==> config.mk <==
export PLATFORM = sky130hd
export DESIGN_NAME = seq_mult16
export DESIGN_NICKNAME = d
export VERILOG_FILES = /design/src/rtl/seq_mult16_pkg.sv /design/src/rtl/seq_mult16_ctrl.sv /design/src/rtl/seq_mult16.sv
export SDC_FILE = /design/constraint.sdc
export NUM_CORES = 1
export LEC_CHECK = 0
export ABC_AREA = 0
export ABC_CLOCK_PERIOD_IN_PS = 3120
export BUFFER_PORTS_ARGS = -buffer_cell sky130_fd_sc_hd__buf_4
export CAP_MARGIN = 40
export CORE_UTILIZATION = 57
export CTS_CLUSTER_SIZE = 8
export DETAILED_ROUTE_END_ITERATION = 6
export PLACE_DENSITY = 0.8
export SYNTH_ARGS = -nofsm -noshare
export SYNTH_HDL_FRONTEND = slang
export SYNTH_SLANG_ARGS = --single-unit
==> constraint.sdc <==
create_clock -name clk -period 3.12 [get_ports clk]
set_clock_uncertainty 0.15 [all_clocks]
set_input_delay 0 -clock clk [delete_from_list [all_inputs] [get_ports clk]]
set_output_delay 0 -clock clk [all_outputs]
set_load 0.01 [all_outputs]
==> src/rtl/seq_mult16_pkg.sv <==
// Shared constants and types for the sequential 16x16 shift-add multiplier.
package seq_mult16_pkg;

    localparam int unsigned WIDTH = 16;
    localparam int unsigned CNT_W = $clog2(WIDTH) + 1;

    // ALU control uses this code to select the multiplier result
    localparam logic [2:0] ALUOP_MUL = 3'b111;

    typedef enum logic [1:0] {
        ST_IDLE = 2'b00,
        ST_CALC = 2'b01,
        ST_DONE = 2'b10
    } state_t;

endpackage

==> src/rtl/seq_mult16_ctrl.sv <==
// Sequencer for seq_mult16: FSM, iteration counter, busy/done and datapath strobes.
module seq_mult16_ctrl
    import seq_mult16_pkg::*;
(
    input  logic clk,
    input  logic reset,
    input  logic start,
    output logic busy,
    output logic done,
    output logic load_c,
    output logic shift_c,
    output logic latch_c
);

    state_t             r_state;
    logic [CNT_W-1:0]   r_cnt;
    logic               r_busy;
    logic               r_done;
    logic               w_last;

    assign w_last  = (r_cnt == CNT_W'(WIDTH - 1));
    assign load_c  = (r_state == ST_IDLE) && start;
    assign shift_c = (r_state == ST_CALC);
    assign latch_c = (r_state == ST_CALC) && w_last;
    assign busy    = r_busy;
    assign done    = r_done;

    // busy/done are registered alongside the state so they never glitch
    always_ff @(posedge clk or negedge reset) begin
        if (!reset) begin
            r_state <= ST_IDLE;
            r_cnt   <= '0;
            r_busy  <= 1'b0;
            r_done  <= 1'b0;
        end else begin
            case (r_state)
                ST_IDLE: begin
                    r_done <= 1'b0;
                    if (start) begin
                        r_state <= ST_CALC;
                        r_cnt   <= '0;
                        r_busy  <= 1'b1;
                    end
                end
                ST_CALC: begin
                    r_cnt <= r_cnt + CNT_W'(1);
                    if (w_last) begin
                        r_state <= ST_DONE;
                        r_busy  <= 1'b0;
                        r_done  <= 1'b1;
                    end
                end
                ST_DONE: begin
                    r_state <= ST_IDLE;
                    r_done  <= 1'b0;
                end
                default: begin
                    r_state <= ST_IDLE;
                    r_busy  <= 1'b0;
                    r_done  <= 1'b0;
                end
            endcase
        end
    end

endmodule

==> src/rtl/seq_mult16.sv <==
// Unsigned 16x16 shift-add multiplier, one add/shift step per clock, 32-bit product.
module seq_mult16
    import seq_mult16_pkg::*;
(
    input  logic               clk,
    input  logic               reset,
    input  logic               start,
    input  logic [WIDTH-1:0]   a,
    input  logic [WIDTH-1:0]   b,
    output logic               busy,
    output logic               done,
    output logic [2*WIDTH-1:0] product
);

    logic [WIDTH-1:0]   r_mcand;
    logic [2*WIDTH:0]   r_acc;
    logic [2*WIDTH-1:0] r_product;
    logic [WIDTH:0]     w_sum;
    logic [WIDTH:0]     w_hi;
    logic [2*WIDTH:0]   w_acc_shift;
    logic               w_load;
    logic               w_shift;
    logic               w_latch;

    seq_mult16_ctrl u_ctrl (
        .clk     (clk),
        .reset   (reset),
        .start   (start),
        .busy    (busy),
        .done    (done),
        .load_c  (w_load),
        .shift_c (w_shift),
        .latch_c (w_latch)
    );

    // Conditional add into the high half; the carry lands in acc's top bit before shifting
    assign w_sum       = {1'b0, r_acc[2*WIDTH-1:WIDTH]} + {1'b0, r_mcand};
    assign w_hi        = r_acc[0] ? w_sum : r_acc[2*WIDTH:WIDTH];
    assign w_acc_shift = {1'b0, w_hi, r_acc[WIDTH-1:1]};
    assign product     = r_product;

    always_ff @(posedge clk or negedge reset) begin
        if (!reset) begin
            r_mcand   <= '0;
            r_acc     <= '0;
            r_product <= '0;
        end else begin
            if (w_load) begin
                r_mcand <= a;
                r_acc   <= {1'b0, WIDTH'(0), b};
            end else if (w_shift) begin
                r_acc <= w_acc_shift;
            end
            if (w_latch) begin
                r_product <= w_acc_shift[2*WIDTH-1:0];
            end
        end
    end

endmodule

# Yosys cells after proc, flatten, opt, wreduce, memory -nomap -nowiden

Index checks and enable logic that the tools add are counted.

Flip-flop bits (word level): 90

$add $sub $neg: 2
Equal/unequal tests: 5
Multiplexer cells: 13
Bitwise gates (word level): 1
Reduce and logical (&&, ||, !) cells: 8

Operators by type and width:

| kind                | count |
|---|---|
| $mux 33             | 2 |
| $add 16x16->17      | 1 |
| $mux 17             | 1 |
| $pmux 5 s2          | 1 |
| $add 5x1->5 const B | 1 |
| $eq 5x4->1 const B  | 1 |
| $mux 5              | 1 |
| $mux 1              | 4 |
| $mux 2              | 2 |
| $ne 2x2->1 const B  | 2 |
| $pmux 2 s2          | 1 |
| $reduce_and 2->1    | 2 |
| $reduce_bool 2->1   | 2 |
| $pmux 1 s3          | 1 |
| $reduce_and 3->1    | 1 |
| $eq 2x1->1 const B  | 1 |
| $eq 2x2->1 const B  | 1 |
| $logic_and 1x1->1   | 2 |
| $logic_not 2->1     | 1 |
| $not 1->1           | 1 |

# Longest topological paths before layout

Word-level depth: 4
Mapped depth: 10

# Cells and area by module

Synthesis repeated with hierarchy kept, for this count alone.

Cell total of the unflattened synthesis: 422
Area, all modules: 4584.4 um2

Modules (own cells, without submodules):

| module          | times used | cells each | area each (um2) | sequential area each (um2) |
|---|---|---|---|---|
| seq_mult16      | 1          | 379        | 4137.7          | 2001.9 |
| seq_mult16_ctrl | 1          | 43         | 446.7           | 225.2 |

# Worst setup path after synthesis

OpenSTA, ideal clock, no wires.

Path type: reg-to-reg
Start: reg r_mcand[0]
End: reg r_product[31] (netlist: product[31])
Setup time: 129 ps
Data arrival time: 2015 ps
Path slack: 826 ps
Cell stages (with the launch flop): 9
Path buffers: 0
Period minus slack after synthesis: 2294 ps
Cell sequence: dfrtp_1 -> ha_1 -> fa_1 -> a21oi_1 -> o21ai_1 -> a21oi_2 -> o21ai_1 -> a311oi_1 -> o21ai_1

Longest elaborated chain between the ends: 2

Ends and longest elaborated chain:

| element                  | RTL line         | text |
|---|---|---|
| start: declaration       | seq_mult16.sv:15 | `logic [WIDTH-1:0] r_mcand;` |
| start signal: assignment | seq_mult16.sv:44 | `r_mcand <= '0;` |
| start signal: assignment | seq_mult16.sv:49 | `r_mcand <= a;` |
| $add 16x16->17           | seq_mult16.sv:37 | `assign w_sum = {1'b0, r_acc[2*WIDTH-1:WIDTH]} + {1'b0, r_mcand};` |
| $mux 17                  | seq_mult16.sv:38 | `assign w_hi = r_acc[0] ? w_sum : r_acc[2*WIDTH:WIDTH];` |
| end signal: assignment   | seq_mult16.sv:55 | `r_product <= w_acc_shift[2*WIDTH-1:0];` |
| end: declaration         | seq_mult16.sv:17 | `logic [2*WIDTH-1:0] r_product;` |

Every way passes these cells.
A chain may end at the register's enable or synchronous reset.

# Final worst setup path

Start: reg r_acc[16]
End: reg r_acc[31]

Longest elaborated chain between the ends: 4

Ends and longest elaborated chain:

| element                  | RTL line         | text |
|---|---|---|
| start: declaration       | seq_mult16.sv:16 | `logic [2*WIDTH:0] r_acc;` |
| start signal: assignment | seq_mult16.sv:50 | `r_acc <= {1'b0, WIDTH'(0), b};` |
| start signal: assignment | seq_mult16.sv:52 | `r_acc <= w_acc_shift;` |
| $add 16x16->17           | seq_mult16.sv:37 |  |
| $mux 17                  | seq_mult16.sv:38 |  |
| $mux 33                  | seq_mult16.sv:51 | `end else if (w_shift) begin` |
| $mux 33                  | seq_mult16.sv:48 | `if (w_load) begin` |

Every way passes these cells. The select of a mux whose other input is x is not followed.

==> results by group <==
Logic synthesis
  – Post-synthesis register bit count: 89
  – Syn avg cell area: around 9 um2
  – Post-synth top flop: dfrtp_1
  – Post-synth ARST share: between 90% and 100%
  – Post-Syn Area: about 4500 um2
  – Synth top area cells: dfrtp_1 (50%), nand2_1 (13%), ha_1 (5.0%), o21ai_0 (3.2%), mux2i_1 (2.7%)
  – Net Count, Synth: 537
  – Post-synth EDFFs: 0
  – Synth warn: 0
  – Dominant cell type by area after synthesis: dfrtp_1
  – Syn Inst Count: ~480
  – Sequential fraction of the synthesis area: between 40% and 50%
  – Post-synth top area share: between 40% and 50%
  – Unique masters post-synth: 52

Final layout
  – Share of layout cells above drive strength 1: ~17%
  – P&R area growth vs syn: 24.3%
  – Commonest non-fill, non-tap cells in the layout: nand2_1 (155), dfrtp_1 (89), buf_4 (77), dlygate4sd3_1 (34), o21ai_0 (29)
  – Most common cell after layout, fill and taps aside: nand2_1
  – Post-route cell area: 5560 um2
  – FILL cells: 532
  – Antenna diode instance count: 0
  – Layout net count: between 600 and 700

Floorplanning
  – Cell Rows: 31
  – Die extent in y: a little over 90 um
  – # IOs: around 70
  – Initial Utilization: between 60% and 70%
  – Die Area: 8210 um2
  – Die Wd: roughly 90 um
  – Core box area: 7410 um2

Clock tree
  – Clk slew on worst S/H paths: 0.09 ns
  – Clock root buffer: clkbuf_8
  – H-tree depth: 3
  – Post-CTS setup buffer count: 0
  – Clock sink count: between 80 and 90
  – Clock latency on the worst-skew pair: around 0.34 ns
  – Num CTS Buffers: 9
  – CTS max path bufs: 2
  – TritonCTS clock tree: done

Detailed routing
  – Per-cell routed wire length: 15.5 um
  – DRC viols: 0
  – Vias post-DR: about 3800
  – Via density: approximately 5.6
  – DRT Pass-1 Iters: 4
  – Antenna Violating Nets Remaining: 0
  – Routed Wire Length: ~11000 um
  – DR iter-0 viols: about 220

Timing
  – Final period util: 82.4%
  – Final setup fails: 0
  – Maximum clock frequency: 389 MHz
  – Final Max Slew Viols: 0
  – Min cycle time layout: 2.57 ns
  – Slew margin rel.: ~44%
  – RSZ-0062 raised after global routing: no
  – Setup_tns: 0 ns
  – Final Hold Viols: 0
  – Slew @ Worst Pin: between 0.8 and 0.9 ns

Worst hold path
  – Type of the worst min-delay path: in -> async

Pwr
  – Net switching power: roughly 0.0024 W
  – Combinational power share: about half
  – Switching Share: approximately two fifths
  – Total power: ~0.0057 W
  – VDD IR max: 0.656 mV
  – Pwr dens: approximately 1000 nW/um2
  – Clk pwr share: a little over an eighth
  – Int Power: 0.00333 W
  – Leak Pwr: around 2.8 nW
  – Flop pwr share: a little over a third

Worst setup path
  – Crit Path Class: reg -> reg
  – Worst EP arrival: between 2 and 3 ns
  – Worst setup SP type: flip-flop
  – R2R Path Start: r_acc[16]
  – CP Max Fanout: 5
  – Setup crit start: r_acc[16]
  – CP Capture Type: flip-flop
  – Worst EP required: about 3.2 ns

Global route
  – Vias in the first global route: roughly 3800
  – All-Layer GR Usage: 27.8%
  – First-pass GRT wire length: around 18000 um
  – Largest net degree at the start of global routing: 68
  – GRT Residual Overflow: 0
  – Initial antenna violation count: 0

Place
  – Dpl cell area: around 5000 um2
  – Final GP Congestion: a little over 0.9
  – DP HPWL: between 7000 and 8000 um
  – Port buffer count: 68

Flow run
  – Max-cap violations: 0

Status
  – Status: completed
-- Yosys cell counts (2+ instances only) --
cell type / count
nand2_1: 155
xor2_1: 3
nand4_1: 5
a21o_1: 5
and3_1: 4
clkbuf_1: 17
a221oi_1: 2
xnor2_1: 12
ha_1: 18
buf_6: 2
nand3_1: 20
o221ai_1: 6
o21ai_0: 29
dfrtp_1: 89
nor2_1: 10
a22oi_1: 14
inv_1: 7
a311oi_1: 2
o211ai_1: 5
mux2i_1: 12
o22ai_1: 2
nor3_1: 5
buf_2: 4
a2bb2oi_1: 2
o21ai_1: 7
a21oi_1: 17
clkbuf_8: 3
buf_1: 2
-- path summary, 6_finish.rpt --
path | end | slack [ns] | depth (start not counted)
min in group clk | r_mcand[10] | 0.23 | 4
setup / recovery | r_acc[31] | 0.55 | 8
hold reg to reg | product[2] | 0.33 | 2
max in group asynchronous | u_ctrl.r_cnt[2] | 1.95 | 3
setup reg to reg | r_acc[31] | 0.55 | 8
hold / removal | r_mcand[7] | 0.14 | 2
-- sequential cells by signal (all words and copies together) (netlist names) --
register / cells
product: 32
u_ctrl.r_cnt: 5
r_acc: 32
u_ctrl.busy: 1
u_ctrl.done: 1
u_ctrl.r_state: 2
r_mcand: 16
-- cell type report --
class / count / area (um2) / share of cell area (%)
sequential: 89 / 2230 / 40.1
multi-input combinational: 356 / 2050 / 37.0
timing repair buffer: 112 / 930 / 16.7
clock buffer: 10 / 138 / 2.48
tap: 99 / 124 / 2.23
clock inverter: 5 / 56.3 / 1.01
inverter: 8 / 30.0 / 0.540
-- per-layer routing --
metal  GRT usage [%]  part of all wire, %  routed length [um]  up-vias
met5               0                    0                   0        -
met4            9.54                  1.8                 192        0
met3            4.29                  3.8                 400       21
met2            46.5                   49                5210       99
met1            37.0                   45                4740     1817
li1                -                    -                   -     1858
-- cells by family after synthesis --
logic type               Yosys count  synth area share [%]
AND/OR/NAND/NOR                  208                  19.8
multiplexers                      12                  2.69
XOR/XNOR                          15                  2.94
adder cells (fa/ha/maj)           19                  5.48
buffers and inverters             38                  4.42
flip-flops                        89                  49.8
AO/OA/AOI/OAI                    102                  14.9
-- stage by stage --
step | std cells | setup slack, ns | hold slack [ns] | util [%]
after global placement | 628 | 0.646 | 0.00373 | 67.6
final | 679 | 0.548 | 0.143 | 75.0
after floorplan | 483 | 0.826 | -0.446 | -
after global routing | 679 | 0.322 | 0.228 | 75.0
after CTS | 679 | 0.567 | 0.175 | 75.0
after detailed placement | 630 | 0.592 | 0.0137 | 67.8
-- critical path, cell delays in order, from the launching register on --
cell and delay (ns):
dfrtp_1 0.41, ha_1 0.23, fa_1 0.43, a21oi_1 0.20, o21ai_1 0.12, a21oi_2 0.31, o21ai_1 0.14, a311oi_1 0.36
o21ai_1 0.10
-- power groups by stage --
| stage | clock [W] | combinational (W) | sequential [W] |
|---|---|---|---|
| 2_1_floorplan | 0 | 0.00206 | 0.00204 |
| 3_3_place_gp | 0 | 0.00273 | 0.00202 |
| 3_5_place_dp | 0 | 0.00283 | 0.00205 |
| 4_1_cts | 0.000795 | 0.00288 | 0.00203 |
| 5_1_grt | 0.000836 | 0.00323 | 0.00210 |
| 6_report | 0.000785 | 0.00289 | 0.00204 |
-- timing repair --
action / in CTS / in global routing
endpoints found under the hold margin: 98 / 0
hold buffers: 34 / 0
gates resized for setup: 0 / 0
Power figures use the tool's default switching activity.
